File: src/rtl/sync_counter_pkg.sv
// Shared definitions for the synchronous counter family (up and down counters).
// Holds the control-state encoding and width-independent constants only;
// anything that depends on a counter width lives in the counter itself.
package sync_counter_pkg;

    // Control state shared by the loadable counters.
    typedef enum logic {
        IDLE = 1'b0,
        RUN  = 1'b1
    } cnt_state_t;

    // State entered on reset by every counter in the family.
    localparam cnt_state_t CNT_RESET_STATE = IDLE;

    // Level of the terminal-count pulse outside the terminal cycle.
    localparam logic CNT_DONE_IDLE = 1'b0;

endpackage : sync_counter_pkg

File: src/rtl/sync_down_counter.sv
// Loadable synchronous down-counter (timer).
// A load value (saturated to max_value) is captured into q and a reload
// register; enabled edges in RUN decrement q, and the step from 1 flags a
// one-cycle done pulse.
// Optional feature macro: SYNC_DOWN_COUNTER_AUTORELOAD_EN
//   defined     -> terminal step reloads q from the reload register, stays RUN
//   not defined -> terminal step clears q and returns to IDLE
// Valid configuration: 1 <= max_value <= 2**width - 1.
module sync_down_counter
    import sync_counter_pkg::*;
#(
    parameter int width     = 3,
    parameter int max_value = 7
) (
    input  logic             ck,
    input  logic             rst_s,
    input  logic             enb,
    input  logic             load,
    input  logic [width-1:0] d,
    output logic [width-1:0] q,
    output logic             cnt_zero,
    output logic             done,
    output logic             busy
);

    localparam logic [width-1:0] MAX_Q = width'(max_value);
    localparam logic [width-1:0] ONE_Q = width'(1);

    cnt_state_t       state, state_nxt;
    logic [width-1:0] q_nxt;
    logic [width-1:0] reload, reload_nxt;
    logic             done_nxt;
    logic [width-1:0] load_val;

    // Saturate the requested start value so the count never exceeds max_value.
    assign load_val = (d > MAX_Q) ? MAX_Q : d;

    // Next-state, next-count and terminal-pulse decode; load beats enable.
    always_comb begin
        state_nxt  = state;
        q_nxt      = q;
        reload_nxt = reload;
        done_nxt   = CNT_DONE_IDLE;

        if (load) begin
            q_nxt      = load_val;
            reload_nxt = load_val;
            state_nxt  = (load_val != '0) ? RUN : IDLE;
        end else if (state == RUN && enb) begin
            if (q == ONE_Q) begin
                done_nxt = 1'b1;
`ifdef SYNC_DOWN_COUNTER_AUTORELOAD_EN
                q_nxt    = reload;
`else
                q_nxt     = '0;
                state_nxt = IDLE;
`endif
            end else if (q != '0) begin
                // q is never 0 in RUN; the guard keeps the decrement from
                // wrapping even if that invariant were ever broken.
                q_nxt = q - ONE_Q;
            end
        end
    end

    // State, count, reload and pulse registers; reset clears them at once.
    always_ff @(posedge ck or negedge rst_s) begin
        if (!rst_s) begin
            state  <= CNT_RESET_STATE;
            q      <= '0;
            reload <= '0;
            done   <= CNT_DONE_IDLE;
        end else begin
            state  <= state_nxt;
            q      <= q_nxt;
            reload <= reload_nxt;
            done   <= done_nxt;
        end
    end

    // busy is a straight decode of the state flop, so it is glitch-free.
    assign busy     = (state == RUN);
    assign cnt_zero = (q == '0);

endmodule : sync_down_counter

File: config.mk
export PLATFORM = sky130hd
export DESIGN_NAME = sync_down_counter
export DESIGN_NICKNAME = d
export VERILOG_FILES = /design/src/rtl/sync_counter_pkg.sv /design/src/rtl/sync_down_counter.sv
export SDC_FILE = /design/constraint.sdc
export NUM_CORES = 1
export LEC_CHECK = 0
export BUFFER_PORTS_ARGS = -buffer_cell sky130_fd_sc_hd__buf_2
export CAP_MARGIN = 10
export CORE_AREA = 3 3 40 42
export DETAILED_ROUTE_END_ITERATION = 8
export DIE_AREA = 0 0 43 45
export SLEW_MARGIN = 10
export SYNTH_ARGS = -nofsm -noshare
export SYNTH_HDL_FRONTEND = slang
export SYNTH_SLANG_ARGS = --single-unit
File: constraint.sdc
create_clock -name ck -period 2.12 [get_ports ck]
set_input_delay 0.318 -clock ck [delete_from_list [all_inputs] [get_ports ck]]
set_output_delay 0.318 -clock ck [all_outputs]
set_load 0.03 [all_outputs]
# [After elaboration in Yosys (flattened, before gate mapping)]
# Cells that the tools add are included.
[word_totals] ff_bits=5 inputBits=7 output_inout_bits=6 wordCells=27
[op_classes] n_addsub=1 n_lt_le_gt_ge=1 eq_ne=1 muxes=12 n_reduce_logical=9
[ops] op="$mux 3" count=5
[ops] op="$reduce_bool 3->1" count=3
[ops] op="$mux 1" count=7
[ops] op="$reduce_and 2->1" count=2
[ops] op="$reduce_bool 2->1" count=2
[ops] op="$eq 3x1->1 const B" count=1
[ops] op="$gt 3x3->1 const B" count=1
[ops] op="$logic_not 3->1" count=1
[ops] op="$sub 3x1->3 const B" count=1
[ops] op="$logic_and 1x1->1" count=1

# [Longest topological paths before layout]
[depth] ltp_word=5 ltp_mapped=5 depth_no_buf=5

# [Worst setup path before layout]
# Ideal clock, no wire load.
[synth_path] path_kind="flip-flop to flip-flop" startpoint="reg q[1]" endpoint="reg q[1]" setup_ps=79 t_arrival_ps=1644 t_required_ps=2041 path_slack_ps=397 stages_incl_launch_ff=6 path_buffers=0 period_less_slack_ps=1723 cell_sequence="dfrtp_1 -> inv_1 -> ha_1 -> or3b_4 -> a31oi_4 -> mux2i_1"
[synth_via] elab_chain_cells=5 elab_cells_between_ends=9 cone_classes="add/sub (1); eq/ne (1); mux (4); reduce/logical (3)"
[synth_rtl] item="start, declared" line="sync_down_counter.sv:20" source="output logic [width-1:0] q,"
[synth_rtl] item="start signal, assigned" line="sync_down_counter.sv:75" source="q <= q_nxt;"
[synth_rtl] item="$sub 3x1->3" line="sync_down_counter.sv:61" source="q_nxt = q - ONE_Q;"
[synth_rtl] item="$mux 3" line="sync_down_counter.sv:58" source="end else if (q != '0) begin"
[synth_rtl] item="$mux 3" line="sync_down_counter.sv:50" source="if (q == ONE_Q) begin"
[synth_rtl] item="$mux 3" line="sync_down_counter.sv:49" source="end else if (state == RUN && enb) begin"
[synth_rtl] item="$mux 3" line="sync_down_counter.sv:45" source="if (load) begin"
# Parallel ways exist; a longest one is shown, timed or not. The select of a mux whose other input is x is not followed.
# A chain may end at the register's enable or synchronous reset.

# [Worst setup path in the final report]
[layout_path] startpoint="reg q[1]" endpoint="reg q[0]"
[layout_via] elab_chain_cells=4 elab_cells_between_ends=7 cone_classes="eq/ne (1); mux (3); reduce/logical (3)"
[layout_rtl] item="$eq 3x1->1" line="sync_down_counter.sv:50"
[layout_rtl] item="$mux 3" line="sync_down_counter.sv:50"
[layout_rtl] item="$mux 3" line="sync_down_counter.sv:49"
[layout_rtl] item="$mux 3" line="sync_down_counter.sv:45"
# Parallel ways exist; a longest one is shown, timed or not. The select of a mux whose other input is x is not followed.

==> flow_summary.json <==
{
  "clock_sinks": 5,
  "finalWirelength_um": 648,
  "cell_family_with_most_cp_delay": "simple AND/OR/NAND/NOR gates",
  "die_x_um": 43,
  "dp.final_hpwl_um": 540,
  "slew_headroom_pct": 86.3,
  "vdd.ir_drop.worst_uv": 407,
  "fp-row-count": 13,
  "place.port_buffers": 12,
  "die_area_um2": 1940,
  "timing.final.ws_setup_ns": 0.543,
  "status": "finished clean",
  "most_numerous_cell_types_in_the_synthesized_netlist": "5 x sky130_fd_sc_hd__dfrtp_1, 4 x sky130_fd_sc_hd__a21oi_1, 3 x sky130_fd_sc_hd__ha_1",
  "timing.final.crit_share_pct": 74.4,
  "detailedRoute.firstIterationViolations": 8,
  "antenna_violating_nets_post_route": 0,
  "grt_pass1_vias": 278,
  "globalRoute.totalOverflow": 0,
  "firstDrtPassIters": 4,
  "timing_worst_setup_path_type": "reg2reg",
  "yosys.cell_count.top_type": "sky130_fd_sc_hd__dfrtp_1",
  "synthDistinctLibCells": 19,
  "critical_path_cell_with_the_highest_stage_delay": "sky130_fd_sc_hd__or3b_4",
  "fin_skew_ns": 0.00116,
  "wp_data_arrival_ns": 1.74,
  "finalHoldViolations": 0,
  "area_of_combinational_cells_with_multiple_inputs_um2": 189,
  "vias_per_std_cell": 4.49,
  "number_of_synthesized_register_bits": 5,
  "numCtsBuffers": 3,
  "synth-async-reset-ratio_pct": 100,
  "setup_tns_ns": 0,
  "clock_tree_from_tritoncts": "done",
  "cts-resized-gates": 0,
  "power_per_cell_area_nw_per_um2": 975,
  "htreeDepth": 1,
  "core_area_um2": 1280,
  "postSynthNetCount": 42,
  "critPathMaxFanout": 4,
  "worst_r2r_path_depth": 5,
  "part_of_the_yosys_area_used_for_sequential_elements_pct": 38.3,
  "stdcell_area_um2": 437,
  "synth_area_leaders": "sky130_fd_sc_hd__dfrtp_1 38%, sky130_fd_sc_hd__ha_1 11%, sky130_fd_sc_hd__a31oi_4 6.5%",
  "num_antenna_cells": 0,
  "synth_edf_count": 0,
  "regToRegEndpoint": "q[0]",
  "worstHoldPathType": "in2reg",
  "startpoint_type": "flop",
  "yosysTopAreaCellShare_pct": 38.3,
  "critPathCapture": "q[0]",
  "drt_wl_cell_um": 10.3,
  "final-setup-viol-count": 0,
  "layout_area_growth_over_synthesis_pct": 33.7,
  "timing.fmax_mhz": 634,
  "final_layout_size_suffix_gt1_share_pct": 35.4,
  "finalCoreUtilization_pct": 34.0,
  "synth_flop_cell": "sky130_fd_sc_hd__dfrtp_1",
  "die_y_um": 45,
  "cellLeakagePower_nw": 0.206,
  "launch_point_of_the_worst_reg_to_reg_path": "q[1]",
  "nFillCells": 138,
  "clk_latency_ns": 0.24,
  "critPathBufInv": 1,
  "synth_cells": 32,
  "critical_path.cell_chain": "inv_1, ha_1, or3b_4, a31oi_4, mux2i_1",
  "critPathRequiredTime_ns": 2.28,
  "netlist.top_cell.by_area": "sky130_fd_sc_hd__dfrtp_1",
  "syn-cell-area_um2": 327,
  "io-pin-count": 13,
  "worst_setup_hold_path_clk_slew_ns": 0.04,
  "placed_area_um2": 400,
  "wire_length_of_the_first_global_routing_pass_mm": 1.26,
  "start_util_pct": 25.4,
  "max_cap_violations": 0,
  "cts-root-to-sink-buffers": 2,
  "vias": 283,
  "worst_setup_path_startpoint": "q[1]",
  "grt_setup_unrepaired": "false",
  "regArea_um2": 125,
  "detail_route.drc_violations": 0,
  "cts_root_buf": "sky130_fd_sc_hd__clkbuf_4",
  "final.min_clock_period_ns": 1.58,
  "maxSlewViolCount": 0,
  "critical_path.endpoint_type": "flop",
  "design.final.nets": 59,
  "routabilityCongestion": 0.755,
  "critPathMaxStageDelay_ns": 0.41,
  "syn_area_per_cell_um2": 10.2,
  "crit_cells": 5,
  "grt_start_max_net_pins": 12,
  "worst-slew-pin-transition_ns": 0.205,
  "number_of_warnings_reported_in_the_yosys_synthesis_log": 0,
  "power.total_w": 0.000426,
  "regToRegSetupSlack_ns": 0.54,
  "grt.total_usage_pct": 9.20,
  "detailedPlace.worstSlack_ns": 0.538,
  "grt_antenna_before_repair": 0
}
## cell usage in the layout (no fill, tap or decap), drive strengths merged
master / instances
ha: 3
dfrtp: 5
inv: 2
nand3: 1
nor3: 2
nand3b: 1
a31oi: 1
a22oi: 1
o22ai: 1
or4b: 1
or2b: 1
and2b: 1
nor2: 2
mux2i: 2
buf: 12
nor2b: 1
a21oi: 4
dlygate4sd3: 1
or3b: 1
nand2: 1
clkbuf: 4
## logic make-up after synthesis
family	share of synthesized area (%)
AND/OR/NAND/NOR	23.4
buffers and inverters	3.83
adder cells (fa/ha/maj)	11.5
AO/OA/AOI/OAI	16.9
multiplexers	6.13
flip-flops	38.3
## final cells by class
| cell class | instances | share of cell area [%] |
|---|---|---|
| Multi-Input combinational cell | 24 | 43.3 |
| Clock buffer | 4 | 6.02 |
| Tap cell | 15 | 4.30 |
| Sequential cell | 5 | 28.7 |
| Inverter | 2 | 1.72 |
| Timing Repair Buffer | 13 | 16.0 |
## sequential cells by signal (all words and copies together), names as in the netlist
register	cells
busy	1
q	3
done	1
## layer usage
| layer | track usage, % | vias up | routed length (µm) |
|---|---|---|---|
| li1 | - | 145 | - |
| met1 | 11.2 | 118 | 287 |
| met2 | 12.6 | 18 | 267 |
| met3 | 6.37 | 2 | 90 |
| met4 | 3.61 | 0 | 4 |
| met5 | 0 | - | 0 |
## stage by stage
| step | instances | hold slack, ns |
|---|---|---|
| after floorplan | 32 | 0.0224 |
| after global placement | 58 | 0.141 |
| after detailed placement | 58 | 0.143 |
| after CTS | 63 | 0.339 |
| after global routing | 63 | 0.356 |
| final | 63 | 0.347 |
## worst register-to-register path, delay by kind of cell (launching register included)
| kind | cells | cell delay, ns |
|---|---|---|
| compound gates | 1 | 0.23 |
| fa+ha+maj | 1 | 0.22 |
| simple gates | 1 | 0.41 |
| buf+inv | 1 | 0.08 |
| flops | 1 | 0.34 |
| mux | 1 | 0.22 |
## timing repair
item / CTS / global route
setup buffers: 0 / 0
hold buffers: 1 / 0
endpoints found under the hold margin: 5 / 0
## how the worst min path moves through the flow
stage | start | endpoint | slack (ns) | cells past startpoint
2_1_floorplan | rst_s | busy | 0.02 | 0
3_3_place_gp | rst_s | q[2] | 0.14 | 1
3_5_place_dp | rst_s | q[2] | 0.14 | 1
4_1_cts | enb | done | 0.34 | 3
5_1_grt | enb | done | 0.36 | 3
6_report | enb | done | 0.35 | 3
## power by group
group          switching (W)  internal (W)  leakage, nW
Clock              0.0000390     0.0000711       0.0150
Combinational       0.000112     0.0000711        0.133
Sequential         0.0000179      0.000115       0.0588
Note: power is estimated with default switching activity, not from simulation.
